--- config.mk ---
export PLATFORM = sky130hd
export DESIGN_NAME = regfile_mp
export DESIGN_NICKNAME = d
export VERILOG_FILES = /design/src/rtl/regfile_mp.sv
export SDC_FILE = /design/constraint.sdc
export NUM_CORES = 2
export LEC_CHECK = 0
export CAP_MARGIN = 20
export CORE_MARGIN = 4
export CORE_UTILIZATION = 35
export DETAILED_ROUTE_END_ITERATION = 6
export SLEW_MARGIN = 5
export SYNTH_ARGS = -nofsm -noshare
export SYNTH_HDL_FRONTEND = slang
export SYNTH_SLANG_ARGS = --single-unit
--- constraint.sdc ---
create_clock -name clk -period 5.5 [get_ports clk]
set_input_delay 1.1 -clock clk [delete_from_list [all_inputs] [get_ports clk]]
set_output_delay 1.1 -clock clk [all_outputs]
set_load 0.01 [all_outputs]
--- src/rtl/regfile_mp.sv ---
// Multi-port register file: NRD combinational read ports, two byte-enabled write ports (B wins on overlap).
// Define REGFILE_BYPASS_EN to forward same-cycle write data to the read ports.
module regfile_mp #(
    parameter int DATA_W   = 32,
    parameter int ADDR_W   = 5,
    parameter int NRD      = 2,
    parameter int ZERO_REG = 1
) (
    input  logic                     clk,
    input  logic                     rst,
    input  logic [NRD*ADDR_W-1:0]    rd_addr,
    output logic [NRD*DATA_W-1:0]    rd_data,
    input  logic                     wa_en,
    input  logic [ADDR_W-1:0]        wa_addr,
    input  logic [DATA_W-1:0]        wa_data,
    input  logic [DATA_W/8-1:0]      wa_be,
    input  logic                     wb_en,
    input  logic [ADDR_W-1:0]        wb_addr,
    input  logic [DATA_W-1:0]        wb_data,
    input  logic [DATA_W/8-1:0]      wb_be,
    output logic                     collide,
    output logic [ADDR_W-1:0]        collide_addr
);

    localparam int DEPTH = 2**ADDR_W;
    localparam int NBYTE = DATA_W / 8;

    logic [DATA_W-1:0] mem [DEPTH];
    logic              hit;

    assign hit = wa_en && wb_en && (wa_addr == wb_addr);

    // Word as it will look after this edge: port A bytes first, then port B overrides.
    function automatic logic [DATA_W-1:0] merge_word(input logic [ADDR_W-1:0] addr,
                                                     input logic [DATA_W-1:0] base);
        logic [DATA_W-1:0] word;
        word = base;
        for (int k = 0; k < NBYTE; k++) begin
            if (wa_en && wa_addr == addr && wa_be[k]) word[k*8 +: 8] = wa_data[k*8 +: 8];
        end
        for (int k = 0; k < NBYTE; k++) begin
            if (wb_en && wb_addr == addr && wb_be[k]) word[k*8 +: 8] = wb_data[k*8 +: 8];
        end
        return word;
    endfunction

    // NOTE: the array is reset like any other flop because reset must read back zero on every address.
    always_ff @(posedge clk or negedge rst) begin
        if (!rst) begin
            for (int w = 0; w < DEPTH; w++) mem[w] <= '0;
        end else begin
            for (int w = 0; w < DEPTH; w++) begin
                // NOTE: non-blocking so every word samples the pre-edge contents.
                if (ZERO_REG == 0 || w != 0) mem[w] <= merge_word(ADDR_W'(w), mem[w]);
            end
        end
    end

    always_ff @(posedge clk or negedge rst) begin
        if (!rst) begin
            collide      <= 1'b0;
            collide_addr <= '0;
        end else begin
            collide <= hit;
            if (hit) collide_addr <= wa_addr;
        end
    end

    always_comb begin
        rd_data = '0;
        for (int i = 0; i < NRD; i++) begin
            logic [ADDR_W-1:0] ra;
            logic [DATA_W-1:0] rw;
            ra = rd_addr[i*ADDR_W +: ADDR_W];
            rw = mem[ra];
`ifdef REGFILE_BYPASS_EN
            rw = merge_word(ra, rw);
`else
            rw = rw;
`endif
            if (ZERO_REG != 0 && ra == '0) rw = '0;
            rd_data[i*DATA_W +: DATA_W] = rw;
        end
    end

endmodule

# Word-level counts from Yosys, hierarchy flattened
# Index checks and enable logic that the tools add are counted.
word_totals:
  register_bits: 998
  latchBits: 0
  ramBits: 0
  rom_bits: 0
  in_bits: 96
  word_cells: 887
  n_memories: 0
op_classes:
  n_addsub: 0
  multipliers: 0
  div: 0
  n_lt_le_gt_ge: 2
  eq_ne: 63
  n_shift: 0
  muxes: 256
  n_bitwise: 2
  n_reduce_logical: 438
op_table:
  columns: ["op", "count"]
  rows:
  - ["$mux W8", 248]
  - ["$bmux W32 S5", 2]
  - ["$logic_and A1 B1 Y1", 312]
  - ["$reduce_bool A2 Y1", 124]
  - ["$mux W32", 6]
  - ["$eq A5 B5 Y1 const B", 32]
  - ["$eq A5 B4 Y1 const B", 16]
  - ["$eq A5 B3 Y1 const B", 8]
  - ["$eq A5 B2 Y1 const B", 4]
  - ["$ge A6 B6 Y1 const B", 2]
  - ["$not A5 Y6", 2]
  - ["$eq A5 B1 Y1 const B", 2]
  - ["$logic_not A5 Y1", 2]
  - ["$eq A5 B5 Y1", 1]

# Longest topological paths before layout
depth:
  depth_word: 5
  ltp_mapped: 9
  depth_no_buf: 4

# Worst setup path before layout
# OpenSTA, ideal clock, no wires.
synth_path:
  kind: "input port to output port"
  startpoint: "in rd_addr[1]"
  endpoint: "out rd_data[13]"
  arrival_time_ns: 2.539
  required_ns: 4.400
  path_slack_ns: 1.861
  stages: 8
  cell_sequence: "buf_4 -> buf_6 -> or2_1 -> buf_4 -> buf_6 -> o22ai_1 -> nor3_1 -> nor4_1"
synth_between:
  elab_chain_cells: 5
  elab_cells_between_ends: 6
  cone_classes: "mux (4); bitwise (1); reduce/logical (1)"
synth_rtl:
  columns: ["element", "line", "rtl"]
  rows:
  - ["from (decl)", "11", "input logic [NRD*ADDR_W-1:0] rd_addr,"]
  - ["$not A5 Y6 (implied by the code)", "75", "rw = mem[ra];"]
  - ["$bmux W32 S5", "75", null]
  - ["$mux W32 (implied by the code) (2 in a row)", "75", null]
  - ["$mux W32 *", "81", "if (ZERO_REG != 0 && ra == '0) rw = '0;"]
  - ["to (decl)", "12", "output logic [NRD*DATA_W-1:0] rd_data,"]
# Every way passes the cells marked *; elsewhere a longest branch is shown, timed or not. The select of a mux whose other input is x is not followed.

# Worst setup path after layout
layout_path:
  startpoint: "in rd_addr[3]"
  endpoint: "out rd_data[10]"
# Same word-level chain as after synthesis.

==> impl_metrics.toml <==
[layout]
n_fill_cell = 17691
regArea_um2 = 25000
fin_nets = 6519
area_growth_pct = 13.1
multi_input_area_um2 = 36700
fin_area_um2 = 73100
drive_above_1_share_pct = 14.5
fin_util_pct = 39.9

[sta]
max_clock_freq_mhz = 187
setup_viol = 0
setup-tns-final_ps = 0
setup_slack_ps = 144
tightest_slew_ps = 1130
rsz0062_at_grt = "no"
slew_headroom_pct = 24.6
skew_ps = 0
post-route-min-period_ps = 5360
slew_violations = 0
hold_viol = 0
period_share_pct = 97.4

[logic_synthesis]
ys_seq_elements = 998
synth_area_per_cell_um2 = 9.94
synthFlopType = "dfrtp_1"
synth_edf_count = 0
ys_types = 50
syn_area_um2 = 64600
yosysSeqAreaShare_pct = 38.6
yosysMostFrequentCell = "mux2i_1"
yosysTopAreaCell = "dfrtp_1"
async_reset_ff_share_pct = 100
synth-warning-count = 32
synthTopCellsByArea = "dfrtp_1 39%, mux2i_1 25%, a21oi_1 7.6%, nor2_1 5.5%, mux4_2 4.5%"
syn_inst = 6501
synth_commonest_cells = "1616 x mux2i_1, 998 x dfrtp_1, 986 x a21oi_1"
syn-num-nets = 6597
synth_top_cell_area_share_pct = 38.6

[floorplan]
die_h_um = 438
coreArea_um2 = 183000
die_area_um2 = 192000
row_count = 157
fp.dieW_um = 438
start_util_pct = 35.3
ios = 166

[placed_design]
numPortBuffers = 165
pre_cts_ws_ps = 252
dpl_cell_area_um2 = 69100
hpwl_um = 167000
gp_congestion = 0.947

[worst_setup_path]
arrival_ps = 4260
cp.buffers_inverters = 3
reg2reg_slack_ps = 4660
critPathLaunchType = "primary input"
slowest_stage = "nor4_1"
critPathCaptureType = "primary output"
cp_slowest_stage_delay_ps = 870
path_common_cell = "clkdlybuf4s50_1"
path_cells = "clkdlybuf4s50_1 -> nand2b_2 -> nor3_1 -> nor4_1 -> buf_4 -> clkdlybuf4s50_1"
cp.required_ps = 4400
worstSetupPathType = "primary input to primary output"
critPathMaxFanout = 17
crit_family = "simple AND/OR/NAND/NOR gates"

[clock_network]
htreeDepth = 3
cts_num_sinks = 998
ctsResizeCount = 0
cts_buffers = 116
clk-insertion-delay-late_ps = 720
post-cts-setup-buffers = 0
clockBufferDepth = 3
cts.clk_slew.worst_paths_ps = 60
root_buffer = "clkbuf_16"
cts_hold_buffers = 0
cts_tree = "yes"

[route]
wl_met3_um = 20800
wl_per_cell_um = 27.8
drtPass1Iterations = 5
ant_nets = 0
drc = 0
wl_um = 250000
drtIter0Drc = 6253
wl_met2_um = 113000
routed.top_layer = "met5"
vias = 53522
met1_length_um = 98700
vias_per_cell = 5.96

[worst_hold_path]
hold_path_class = "primary input to asynchronous set/reset pin"

[power]
p_total_uw = 25900
seqPwrFrac_pct = 42.2
netSwitchingFraction_pct = 32.7
p_sw_uw = 8470
p_leak_uw = 0.0369
combinationalPowerShare_pct = 25.8
ir_worst_vdd_v = 0.000277
powerDensity_nw_per_um2 = 355
intPower_uw = 17500
p_clk_share_pct = 32.0

[global_routing]
grt_pass1_wl_um = 363000
grt.overflow.total = 0
grt_pass1_vias = 51950
grt_max_degree = 154
antenna_found_initial = 5
grt_usage_pct = 25.2

[outcome]
status = "complete, no violations"

[job]
drv_cap = 0
## final cells by class
type	instances	area share, %
Sequential cell	998	34.2
Multi-Input combinational cell	4852	50.2
Inverter	1	0.00514
Timing Repair Buffer	454	5.91
Tap cell	2464	4.22
Clock inverter	44	0.844
Clock buffer	172	4.65
Antenna cell	2	0.00685
## metal layers
layer / vias to the layer above / track usage (%)
li1: 23804 / -
met1: 26498 / 31.9
met2: 2550 / 39.8
met3: 668 / 5.24
met4: 2 / 14.9
met5: - / 0
## logic make-up after synthesis
group / after synthesis / synth area share, %
compound gates: 1490 / 13.1
xor+xnor: 5 / 0.0678
buf+inv: 651 / 4.91
flops: 998 / 38.6
mux: 1842 / 31.2
simple gates: 1515 / 12.0
## state kept, by name, summed over array words and instances (netlist names)
name          cells
collide           1
mem             992
collide_addr      5
## worst register-to-register path, stage by stage (launching register included)
cell and delay, ps:
dfrtp_1 450, mux2i_1 160, a21oi_1 90
## power groups by stage
stage	combinational [uW]	clock [uW]	sequential [uW]
after detailed placement	6650	0	11000
after global placement	6500	0	10900
after floorplan	4710	0	10400
after CTS	6660	8380	10900
final	6700	8280	10900
after global routing	7240	8670	11200
## stage by stage
step | hold slack [ps] | std cells
detailed placement | 502 | 8769
global route | 405 | 8987
global placement | 494 | 8768
floorplan | 480 | 6501
CTS | 355 | 8985
finish | 389 | 8987
## cells in the final DEF (no fill, tap or decap), types with 17 or more instances in the layout
cell type and instances:
a211oi_1 34, a21oi_1 986, a221o_1 63, a22o_1 31, a22oi_1 64, a31oi_1 31
buf_12 41, buf_4 249, clkbuf_1 31, clkbuf_16 119, clkbuf_8 22, clkdlybuf4s50_1 152
clkinv_2 24, dfrtp_1 998, mux2_2 97, mux2i_1 1616, mux4_2 129, nand3_1 99
nand3_2 135, nand3_4 22, nor2_1 954, nor2b_1 34, nor3_1 159, nor4_2 17
o21ai_0 18, o22ai_1 256
## worst paths after layout
check                                startpoint         endpoint  depth (start not counted)
worst max register to register         mem[880]         mem[880]                          2
worst min register to register  collide_addr[4]  collide_addr[4]                          1
worst max-delay path                 rd_addr[3]      rd_data[10]                          6
max in group asynchronous                   rst          mem[20]                          2
min in group clk                collide_addr[4]  collide_addr[4]                          1
worst min-delay path                        rst          mem[69]                          1
Power figures use the tool's default switching activity.
